<file path="config.mk">
export PLATFORM = sky130hd
export DESIGN_NAME = program_memory
export DESIGN_NICKNAME = d
export VERILOG_FILES = /design/src/rtl/proc_mem_pkg.sv /design/src/rtl/word_assembler.sv /design/src/rtl/program_memory.sv
export SDC_FILE = /design/constraint.sdc
export NUM_CORES = 1
export LEC_CHECK = 0
export CAP_MARGIN = 0
export CORE_MARGIN = 5
export CORE_UTILIZATION = 38
export DETAILED_ROUTE_END_ITERATION = 10
export PLACE_DENSITY_LB_ADDON = 0.3
export SYNTH_ARGS = -nofsm -noshare
export SYNTH_HDL_FRONTEND = slang
export SYNTH_HIERARCHICAL = 1
export SYNTH_SLANG_ARGS = --single-unit
export TNS_END_PERCENT = 5
</file>
<file path="constraint.sdc">
create_clock -name clk -period 6.29 [get_ports clk]
set_input_delay 0.629 -clock clk [delete_from_list [all_inputs] [get_ports clk]]
set_output_delay 0.629 -clock clk [all_outputs]
set_load 0.02 [all_outputs]
</file>
<file path="src/rtl/proc_mem_pkg.sv">
// Shared definitions for the writable program store and its loader.
package proc_mem_pkg;

    // Loader / fetch-blocking state machine encoding
    typedef enum logic [1:0] {
        RUN     = 2'd0,
        COLLECT = 2'd1,
        WRITE   = 2'd2
    } state_e;

    localparam int unsigned BYTE_W             = 8;
    localparam int unsigned DEFAULT_DATA_WIDTH = 16;
    localparam int unsigned BYTES_PER_WORD     = DEFAULT_DATA_WIDTH / BYTE_W;

    // Opcode of the no-operation instruction, shared with the decoder
    localparam logic [3:0] NOP_OPCODE = 4'b0000;

    // Bytes needed to assemble one instruction word of the given width
    function automatic int unsigned bytes_per_word(input int unsigned data_width);
        return data_width / BYTE_W;
    endfunction

endpackage

</file>
<file path="src/rtl/word_assembler.sv">
// Byte-serial word assembler: shifts bytes in MSB-first and flags the
// accepted byte that completes a word.
module word_assembler
    import proc_mem_pkg::*;
#(
    parameter int unsigned DATA_WIDTH = 16
) (
    input  logic                  clk,
    input  logic                  rst,
    input  logic                  clear_i,
    input  logic [7:0]            byte_i,
    input  logic                  accept_i,
    output logic [DATA_WIDTH-1:0] word_o,
    output logic                  word_ready_o
);

    localparam int unsigned BPW   = bytes_per_word(DATA_WIDTH);
    localparam int unsigned CNT_W = (BPW > 1) ? $clog2(BPW) : 1;
    localparam logic [CNT_W-1:0] LAST_BYTE = CNT_W'(BPW - 1);

    logic [DATA_WIDTH-1:0] shift_q, shift_d;
    logic [CNT_W-1:0]      cnt_q, cnt_d;

    // Next-state: a restart discards the partial word, otherwise shift in
    always_comb begin
        shift_d = shift_q;
        cnt_d   = cnt_q;
        if (clear_i) begin
            shift_d = '0;
            cnt_d   = '0;
        end else if (accept_i) begin
            // Earlier bytes move toward the MSB; the first byte ends on top
            shift_d = DATA_WIDTH'({shift_q, byte_i});
            cnt_d   = (cnt_q == LAST_BYTE) ? '0 : cnt_q + CNT_W'(1);
        end
    end

    // Shift register and byte counter
    always_ff @(posedge clk or posedge rst) begin
        if (rst) begin
            shift_q <= '0;
            cnt_q   <= '0;
        end else begin
            shift_q <= shift_d;
            cnt_q   <= cnt_d;
        end
    end

    assign word_o       = shift_q;
    assign word_ready_o = accept_i && !clear_i && (cnt_q == LAST_BYTE);

endmodule

</file>
<file path="src/rtl/program_memory.sv">
// Writable program store: registered fetch port plus byte-serial loader
// that blocks fetch while a new program is streamed in.
module program_memory
    import proc_mem_pkg::*;
#(
    parameter int unsigned           DATA_WIDTH = 16,
    parameter int unsigned           ADDR_WIDTH = 4,
    parameter string                 INIT_FILE  = "",
    parameter logic [DATA_WIDTH-1:0] NOP_WORD   = '0
) (
    input  logic                  clk,
    input  logic                  rst,
    input  logic                  fetch_en,
    input  logic [ADDR_WIDTH-1:0] fetch_addr,
    output logic [DATA_WIDTH-1:0] instruction,
    output logic                  instr_valid,
    input  logic                  load_start,
    input  logic [7:0]            load_byte,
    input  logic                  load_valid,
    output logic                  load_ready,
    output logic                  load_busy,
    output logic                  load_done,
    output logic [ADDR_WIDTH:0]   load_count
);

    localparam int unsigned DEPTH = 1 << ADDR_WIDTH;
    localparam logic [ADDR_WIDTH-1:0] LAST_ADDR  = '1;
    localparam logic [ADDR_WIDTH:0]   FULL_COUNT = (ADDR_WIDTH + 1)'(DEPTH);

    logic [DATA_WIDTH-1:0] mem_q [DEPTH];

    state_e                state_q, state_d;
    logic [ADDR_WIDTH-1:0] ptr_q, ptr_d;
    logic [ADDR_WIDTH:0]   count_q, count_d;
    logic                  done_q, done_d;
    logic [DATA_WIDTH-1:0] instr_q;
    logic                  valid_q;

    logic                  accept;
    logic                  we;
    logic                  fetch_go;
    logic                  fetch_blk;
    logic [DATA_WIDTH-1:0] asm_word;
    logic                  word_ready;

    // Power-up image; reset deliberately leaves the array untouched
    initial begin
        for (int unsigned i = 0; i < DEPTH; i++) mem_q[i] = '0;
    end

    assign load_ready = (state_q == COLLECT);
    assign load_busy  = (state_q != RUN);
    assign accept     = load_valid && load_ready;

    word_assembler #(
        .DATA_WIDTH (DATA_WIDTH)
    ) u_asm (
        .clk          (clk),
        .rst          (rst),
        .clear_i      (load_start),
        .byte_i       (load_byte),
        .accept_i     (accept),
        .word_o       (asm_word),
        .word_ready_o (word_ready)
    );

    // Next-state, write strobe and fetch gating; load_start wins everywhere
    always_comb begin
        state_d   = state_q;
        ptr_d     = ptr_q;
        count_d   = count_q;
        done_d    = 1'b0;
        we        = 1'b0;
        fetch_go  = 1'b0;
        fetch_blk = 1'b1;
        if (load_start) begin
            state_d = COLLECT;
            ptr_d   = '0;
            count_d = '0;
        end else begin
            unique case (state_q)
                RUN: begin
                    fetch_blk = 1'b0;
                    fetch_go  = fetch_en;
                end
                COLLECT: begin
                    if (word_ready) state_d = WRITE;
                end
                WRITE: begin
                    we = 1'b1;
                    if (count_q != FULL_COUNT) count_d = count_q + 1'b1;
                    if (ptr_q == LAST_ADDR) begin
                        done_d  = 1'b1;
                        ptr_d   = '0;
                        state_d = RUN;
                    end else begin
                        ptr_d   = ptr_q + 1'b1;
                        state_d = COLLECT;
                    end
                end
                default: state_d = RUN;
            endcase
        end
    end

    // Control registers and registered fetch port
    always_ff @(posedge clk or posedge rst) begin
        if (rst) begin
            state_q <= RUN;
            ptr_q   <= '0;
            count_q <= '0;
            done_q  <= 1'b0;
            instr_q <= NOP_WORD;
            valid_q <= 1'b0;
        end else begin
            state_q <= state_d;
            ptr_q   <= ptr_d;
            count_q <= count_d;
            done_q  <= done_d;
            valid_q <= fetch_go;
            if (fetch_go)       instr_q <= mem_q[fetch_addr];
            else if (fetch_blk) instr_q <= NOP_WORD;
        end
    end

    // Synchronous write port of the program RAM
    always_ff @(posedge clk) begin
        if (we) mem_q[ptr_q] <= asm_word;
    end

    assign instruction = instr_q;
    assign instr_valid = valid_q;
    assign load_done   = done_q;
    assign load_count  = count_q;

endmodule
</file>
==> results.sh <==
export IMPL_status="completed"
export IMPL_synth_seq_cells=302
export IMPL_reg2reg_from="state_q[0]$_DFFE_PP0P_"
export IMPL_syn_nets=602
export IMPL_cts_buffers_inserted=29
export IMPL_grt_usage_pct=14.7
export IMPL_grt_max_degree=65
export IMPL_fin_area_um2=13500
export IMPL_finalPower_uw=4050
export IMPL_max_cap_viol_count=0
export IMPL_cts_htree_levels=1
export IMPL_syn_instance_count=579
export IMPL_first_global_vias=6064
export IMPL_tightest_slew_ns=1.11
export IMPL_dpl_hpwl_um=14100
export IMPL_hold_violations=0
export IMPL_cts_tree="done"
export IMPL_holdPathEnd="instruction[13]$_DFFE_PP0P_"
export IMPL_port_buffers=41
export IMPL_critPathCaptureType="flip-flop"
export IMPL_syn_mean_instance_area_um2=20.3
export IMPL_critPathLaunch="fetch_addr[0]"
export IMPL_drc_errors=0
export IMPL_drive_gt1_share_pct=23.0
export IMPL_ioPinCount=42
export IMPL_fin_setup_tns_ns=0
export IMPL_postCtsSetupBuffers=0
export IMPL_core_um2=30500
export IMPL_antenna_found_initial=0
export IMPL_required_ns=6.66
export IMPL_fin_crit_sh_pct=42.0
export IMPL_worstRegToRegCells=4
export IMPL_ant_nets=0
export IMPL_final_common_cell="edfxtp_1"
export IMPL_grt_pass1_wl_um=37900
export IMPL_rows=64
export IMPL_timing_rr_end="instruction[14]$_DFFE_PP0P_"
export IMPL_clk_pin_slew_worst_paths_ns=0.06
export IMPL_critPathLaunchType="input pin"
export IMPL_whs_ns=0.525
export IMPL_num_antenna_cells=0
export IMPL_gp_congestion=0.711
export IMPL_ctsLongestPathBuffers=3
export IMPL_synthToLayoutAreaGrowth_pct=15.4
export IMPL_dieArea_um2=34500
export IMPL_clk_latency_ns=0.53
export IMPL_final_nets=667
export IMPL_min_path_cells=2
export IMPL_cts_resized=0
export IMPL_rsz0062_at_grt="false"
export IMPL_fmax_ghz=0.379
export IMPL_slew_viol_final=0
export IMPL_grt_ovfl_total=0
export IMPL_cts_sinks=302
export IMPL_yosysWarnings=6
export IMPL_yosysSeqAreaShare_pct=75.3
export IMPL_hold_class="flip-flop to flip-flop"
export IMPL_wire_per_inst_um=23.1
export IMPL_cts_root_buf="clkbuf_16"
export IMPL_post_place_cells=1009
export IMPL_cp_arrival_ns=3.01
export IMPL_synth_distinct_cells=39
export IMPL_die_w_um=186
export IMPL_hold_start="instruction[13]$_DFFE_PP0P_"
export IMPL_placed_cell_area_um2=12600
export IMPL_hold_buffers=0
export IMPL_wl_um=24500
export IMPL_avgViaCountPerCell=5.26
export IMPL_drt_initial_drc_count=376
export IMPL_finClkSkew_ns=0.00835
export IMPL_leakage_uw=0.00461
export IMPL_ir_drop_v=0.000187
export IMPL_die_h_um=186
export IMPL_vias=5581
export IMPL_drt_pass1_iterations=6
export IMPL_worstPathMaxFanout=33
export IMPL_r2r_setup_slack_ns=4.15
export IMPL_setup_violations_final=0
export IMPL_critPathKind="input pin to flip-flop"
export IMPL_power_density_nw_per_um2=299
export IMPL_mostFrequentLayoutCells="256 x edfxtp_1, 64 x mux4_2, 47 x nor2_1, 46 x dfrtp_1, 38 x clkdlybuf4s50_1"
export IMPL_final_cells=1062
export IMPL_max_slew_margin_pct=25.8
export IMPL_netlist_area_um2=11700
export IMPL_finalCriticalPeriod_ns=2.64
export IMPL_start_util_pct=38.5
worst max path at each step:
stage | cells past startpoint | end | slack, ns
2_1_floorplan | 3 | mem_q[3][0]$_DFFE_PP_ | 4.19
3_3_place_gp | 6 | instruction[0]$_DFFE_PP0P_ | 3.09
3_5_place_dp | 6 | instruction[1]$_DFFE_PP0P_ | 3.04
4_1_cts | 6 | instruction[1]$_DFFE_PP0P_ | 3.61
5_1_grt | 6 | instruction[1]$_DFFE_PP0P_ | 3.43
6_report | 6 | instruction[1]$_DFFE_PP0P_ | 3.65
cell type report:
class | count | area [um^2]
tap | 396 | 495
fill | 2556 | 17000
timing repair buffer | 63 | 563
inverter | 8 | 30.0
clock buffer | 43 | 828
clock inverter | 10 | 103
multi-input combinational | 240 | 2690
sequential | 302 | 8840
routing by layer:
metal,part of all wire [%],GRT usage [%]
met5,0,0
met4,1.8,3.73
met3,4.8,1.74
met2,53,26.4
met1,41,19.0
flip-flops by register name, summed over array words and instances (netlist names):
name	count
mem_q	256
instruction	16
u_asm/word_o	16
load_count	5
ptr_q	4
state_q	2
instr_valid	1
load_done	1
u_asm/cnt_q	1
Yosys cell counts:
cell type / instances / area (um^2)
clkbuf_2: 1 / 5.00
nor3b_1: 1 / 7.51
nor4b_1: 2 / 17.5
ha_1: 6 / 75.1
a211o_1: 1 / 8.76
nor2b_1: 3 / 18.8
mux2_2: 16 / 180
buf_12: 1 / 20.0
buf_6: 4 / 45.0
and2_1: 1 / 6.26
nand3b_1: 1 / 7.51
nand4_1: 2 / 12.5
o21ai_1: 1 / 5.00
o21ai_0: 13 / 65.1
nor2_1: 47 / 176
mux2i_1: 32 / 320
buf_4: 5 / 37.5
nand2_1: 6 / 22.5
dfrtp_1: 46 / 1150
a22oi_1: 12 / 90.1
nand3_1: 3 / 15.0
nand2b_1: 5 / 31.3
nor2_2: 1 / 6.26
inv_1: 8 / 30.0
or3_1: 2 / 12.5
a211oi_1: 1 / 7.51
edfxtp_1: 256 / 7690
buf_1: 1 / 3.75
buf_8: 1 / 15.0
buf_2: 7 / 35.0
clkbuf_1: 9 / 33.8
xnor2_1: 2 / 17.5
nor3_1: 1 / 5.00
mux4_2: 64 / 1440
xor2_1: 3 / 26.3
a221o_1: 5 / 50.1
a21oi_1: 6 / 30.0
or2_2: 2 / 12.5
a31oi_1: 1 / 6.26
report_power, final:
group	switching [uW]	leakage [uW]	internal [uW]	total, uW
registers	29.4	0.00300	2180	2210
logic	74.4	0.00116	74.4	149
clock network	698	0.000460	989	1690
metrics by stage:
stage                     worst slack (ns)  utilization, %
final                                 3.65            44.4
after global routing                  3.43            44.4
after CTS                             3.61            44.4
after global placement                3.09            41.3
after detailed placement              3.04            41.3
after floorplan                       4.19               -
logic make-up (layout without fill, tap and decap cells):
logic type,after synthesis,in the layout,share of synthesized area [%]
flip-flops,302,302,75.3
multiplexers,112,112,16.5
AND/OR/NAND/NOR,77,77,3.00
AO/OA/AOI/OAI,40,40,2.24
buffers and inverters,37,124,1.92
adder cells (fa/ha/maj),6,6,0.640
XOR/XNOR,5,5,0.373
critical path, stage by stage:
cell     delay [ns]
buf_4          0.50
buf_4          0.65
mux4_2         0.58
mux2_2         0.27
a22oi_1        0.17
o21ai_0        0.13
Note: power is estimated with default switching activity, not from simulation.
==> RTL edit 1, RTL diff (same flow settings) <==
Register the output `load_count` once more, without a reset; this adds one clock of latency there. The other outputs are not delayed to match.
--- a/src/rtl/program_memory.sv
+++ b/src/rtl/program_memory.sv
@@ -131,6 +131,8 @@
     assign instruction = instr_q;
     assign instr_valid = valid_q;
     assign load_done   = done_q;
-    assign load_count  = count_q;
+    always_ff @(posedge clk) begin
+        load_count <= count_q;
+    end
 
 endmodule
Function: changed (Yosys sat finds a counterexample within 10 cycles, from zero or initial values and one cycle with rst high).
==> RTL edit 1 against the unedited design <==
Power increased by 2.8%. Highest routed layer unchanged. Final cell count increased by 1.1%. Sequential cell count rose by 5. Wire length increased by 4.1%. Worst setup slack improved by 2.9 ps. Area after synthesis increased by 2.2%. Final area rose by 2.0%. Count of clock-buffer cells in the layout decreased by 2. Sequential share of layout area down 0.53 points.
==> RTL edit 1: results (changes against the unedited design) <==
tightest_slew_ps: 1100  # -16.8 ps
fin_nets: 671  # +0.60%
hold_ws_ps: 425  # -100 ps
worstPathArrival_ps: 2790  # -220 ps
htree_levels: 1  # unchanged
min_to: "load_count[4]$_DFF_P_"
synth_common_cells: "edfxtp_1, mux4_2, dfrtp_1, nor2_1, mux2i_1"
ir_drop_mv: 0.236  # +27%
cap_violations: 0  # unchanged
ys_warn_count: 6  # unchanged
rrSetupSlack_ps: 3650  # -500 ps
worstPathMaxFanout: 16  # -52%
vias_per_cell: 5.30  # +0.94%
instances_no_fill: 1074  # +1.1%
routed_wl_um: 25500  # +4.1%
grt_use_total: 0.145  # -0.00145
portBuffers: 41  # unchanged
worstHoldStart: "count_q[4]$_DFFE_PP0P_"
leakage_nw: 4.69  # +1.7%
top_layer: "met4"
synth_fp_nets: 608  # +1.0%
grt_pass1_vias: 6203  # +2.3%
cts_root_buf: "clkbuf_16"
r2r_end: "mem_q[14][5]$_DFFE_PP_"
insertion_delay_ps: 560  # +30 ps
fin_worst_skew_ps: 23.9  # +15.5 ps
synth-async-reset-ratio: 0.150  # -0.00248
dp_hpwl_um: 15000  # +6.1%
avgSynthCellArea_um2: 20.5  # +1.1%
ys_seq_area_frac: 0.745  # -0.00752
drt-pass1-iter-count: 4  # -2
cts.path.max_buffers: 3  # unchanged
worstRegToRegCells: 3  # -1
cts-buffers-inserted: 30  # +3.4%
ys_types: 43  # +10%
drive_gt1_frac: 0.225  # -0.00503
wl_met2_um: 12600  # -2.9%
grt_max_degree: 65  # unchanged
ys_top_cells_by_area: "edfxtp_1, dfrtp_1, mux4_2"
cts_resized: 0  # unchanged
synth-edff-count: 256  # unchanged
wl_met3_um: 1490  # +26%
grt_pass1_wl_um: 39000  # +2.8%
cts.clk_slew.worst_paths_ps: 60  # about the same
outcome: "complete, no violations"
whs_path_depth: 0  # -2
place_inst: 1018  # +0.89%
r2r-start: "state_q[1]$_DFFE_PP0P_"
gp_congestion: 0.745  # +4.9%
cts_setup_buffers: 0  # unchanged
dr.first_iter.drc_count: 384  # +2.1%
max_flop_register: "mem_q"
antenna_found_initial: 0  # unchanged
antenna_cells: 0  # unchanged
wl_met1_um: 11100  # +11%
largest_reg_flops: 256  # unchanged
RTL edit 1: cells by family (layout without fill, tap and decap cells):
group,after synthesis,in the layout,synth area share
buf+inv,36,123,0.0224
simple gates,74,74,0.0310
xor+xnor,5,5,0.00365
mux,112,112,0.167
flops,307,307,0.745
fa+ha+maj,6,6,0.00626
compound gates,45,45,0.0246
RTL edit 1: critical path: stages, from the launching register on:
cell     delay [ps]
dfrtp_1         460
nor2b_1         480
nand3_1         370
nor2_2          920
RTL edit 1: stage by stage:
step,worst slack (ps),area [um^2]
final,3650,13800
after global placement,3050,12800
after global routing,3480,13800
after detailed placement,3080,12800
after floorplan,4110,12000
after CTS,3640,13800
RTL edit 1: where the power goes:
part,leakage [nW],internal (mW),switching (mW)
logic,1.19,0.0740,0.0746
registers,3.04,2.21,0.0308
clock network,0.467,1.04,0.731
total,4.69,3.32,0.837
RTL edit 1: worst max-delay path by stage:
stage / cells past startpoint / start / slack [ps] / end
after CTS: 3 / state_q[1]$_DFFE_PP0P_ / 3640 / mem_q[14][5]$_DFFE_PP_
after global placement: 6 / fetch_addr[0] / 3050 / instruction[1]$_DFFE_PP0P_
after floorplan: 3 / load_start / 4110 / mem_q[3][0]$_DFFE_PP_
after detailed placement: 6 / fetch_addr[0] / 3080 / instruction[1]$_DFFE_PP0P_
final: 3 / state_q[1]$_DFFE_PP0P_ / 3650 / mem_q[14][5]$_DFFE_PP_
after global routing: 6 / fetch_addr[0] / 3480 / instruction[1]$_DFFE_PP0P_
RTL edit 1: area by class of cell:
cell class                      instances  area, um^2
Multi-Input combinational cell        242        2820
Clock inverter                         15         160
Sequential cell                       307        8940
Inverter                                8        30.0
Timing Repair Buffer                   59         533
Fill cell                            2703       17600
Clock buffer                           41         822
Tap cell                              402         503
RTL edit 1: layer usage:
layer  GRT usage  vias up
met5           0        -
met4      0.0311        0
met3      0.0242       24
met2       0.243      155
met1       0.203     3026
li1            -     2492
==> RTL edit 2, RTL diff (same settings) <==
Without the edit above. `DATA_WIDTH` is set to 16 in 2 places; all go to 8.
--- a/src/rtl/word_assembler.sv
+++ b/src/rtl/word_assembler.sv
@@ -3,7 +3,7 @@
 module word_assembler
     import proc_mem_pkg::*;
 #(
-    parameter int unsigned DATA_WIDTH = 16
+    parameter int unsigned DATA_WIDTH = 8
 ) (
     input  logic                  clk,
     input  logic                  rst,
--- a/src/rtl/program_memory.sv
+++ b/src/rtl/program_memory.sv
@@ -3,7 +3,7 @@
 module program_memory
     import proc_mem_pkg::*;
 #(
-    parameter int unsigned           DATA_WIDTH = 16,
+    parameter int unsigned           DATA_WIDTH = 8,
     parameter int unsigned           ADDR_WIDTH = 4,
     parameter string                 INIT_FILE  = "",
     parameter logic [DATA_WIDTH-1:0] NOP_WORD   = '0
Interface: changed (resized instruction); port bits go from 42 to 34. The function was not compared with the original's and may differ.
==> RTL edit 2 against the unedited design <==
Clock power decreased by 45%. Worst setup slack got worse by 98 ps. First-iteration DRC count decreased by 42%. Maximum frequency decreased by 3.6%. Area after synthesis decreased by 46%. Final area decreased by 46%. Wire length decreased by 48%. Via count decreased by 43%. Sequential power decreased by 48%. Combinational power decreased by 38%. Sequential cell count decreased by 145. Register-to-register slack got worse by 30 ps. Hold slack got worse by 35 ps. Power decreased by 46%. Critical path type unchanged. Critical endpoint is now instruction[6]$_DFFE_PP0P_.
==> RTL edit 2: results (changes against the unedited design) <==
insertion_delay_ps: 410  # -120 ps
dr.first_iter.drc_count: 218  # -42%
vias_per_cell: 5.14  # -2.2%
synthCells: 343  # -41%
synth-async-reset-ratio: 0.185  # +0.0324
leakage_nw: 2.54  # -45%
worstPathMaxFanout: 26  # -21%
ys_seq_area_frac: 0.722  # -0.0305
wl_met1_um: 5890  # -41%
cts.path.max_buffers: 2  # -1
met1_usage: 0.194  # +0.00364
holdCritPathClass: "in2async"
ir_drop_mv: 0.187  # +0.35%
worstPathArrival_ps: 3080  # +70 ps
outcome: "complete, no violations"
use_met3: 0.0331  # +0.0157
grt_max_degree: 33  # -49%
synth_fp_nets: 366  # -39%
dieArea_um2: 19300  # -44%
gp_congestion: 0.726  # +2.2%
grt_pass1_wl_um: 20300  # -46%
htree_levels: 4  # +3
drive_gt1_frac: 0.147  # -0.0825
worstRegToRegCells: 3  # -1
grt_pass1_vias: 3357  # -45%
cts-buffers-inserted: 17  # -41%
num_vias: 3157  # -43%
max_slew_margin: 0.152  # -0.106
place_inst: 583  # -42%
placed_cell_area_um2: 6830  # -46%
grt_use_met2: 0.224  # -0.0395
largest_reg_flops: 128  # -50%
pre_cts_ws_ps: 3110  # +71.8 ps
## RTL edit 2: changes by cell type after synthesis, sizes merged, moves of 6 or more
cell,delta
buf,-8
dfrtp,-17
edfxtp,-128
mux2,-8
mux2i,-23
mux4,-32
nand2,+6
nor2,-13
o211ai,+8
o21ai,-13
## RTL edit 2: worst max-delay path, cell delays in order
cell	delay [ps]
clkdlybuf4s50_1	870
nor3_1	1190
a22oi_1	250
nand2_1	130
## RTL edit 2: final timing paths
path | from | slack (ps) | to
min in group clk | instruction[1]$_DFFE_PP0P_ | 520 | instruction[1]$_DFFE_PP0P_
hold reg to reg | instruction[1]$_DFFE_PP0P_ | 520 | instruction[1]$_DFFE_PP0P_
setup / recovery | load_start | 3550 | instruction[6]$_DFFE_PP0P_
max in group asynchronous | rst | 4980 | instruction[7]$_DFFE_PP0P_
setup reg to reg | state_q[0]$_DFFE_PP0P_ | 4120 | mem_q[2][1]$_DFFE_PP_
hold / removal | rst | 490 | u_asm/word_o[4]$_DFFE_PP0P_
## RTL edit 2: cell type report
class,count,area (um^2)
clock buffer,20,437
clock inverter,11,101
fill,1433,9090
inverter,8,30.0
multi-input combinational,162,1610
sequential,157,4570
tap,220,275
timing repair buffer,36,353
## RTL edit 2: kinds of logic (layout without fill, tap and decap cells)
kind of cell	after synthesis	count (layout)	synth area share
xor gates and xnor gates	5	5	0.00693
muxes	49	49	0.148
adders and majority gates	6	6	0.0119
AOI/OAI and AO/OA	25	25	0.0277
buffers and inverters	24	75	0.0237
DFF	157	157	0.722
and+or+nand+nor	77	77	0.0590
## RTL edit 2: power by group
group          internal, mW  switching (mW)  total [mW]
registers              1.14          0.0239        1.16
logic                0.0467          0.0454      0.0921
clock network         0.572           0.366       0.937
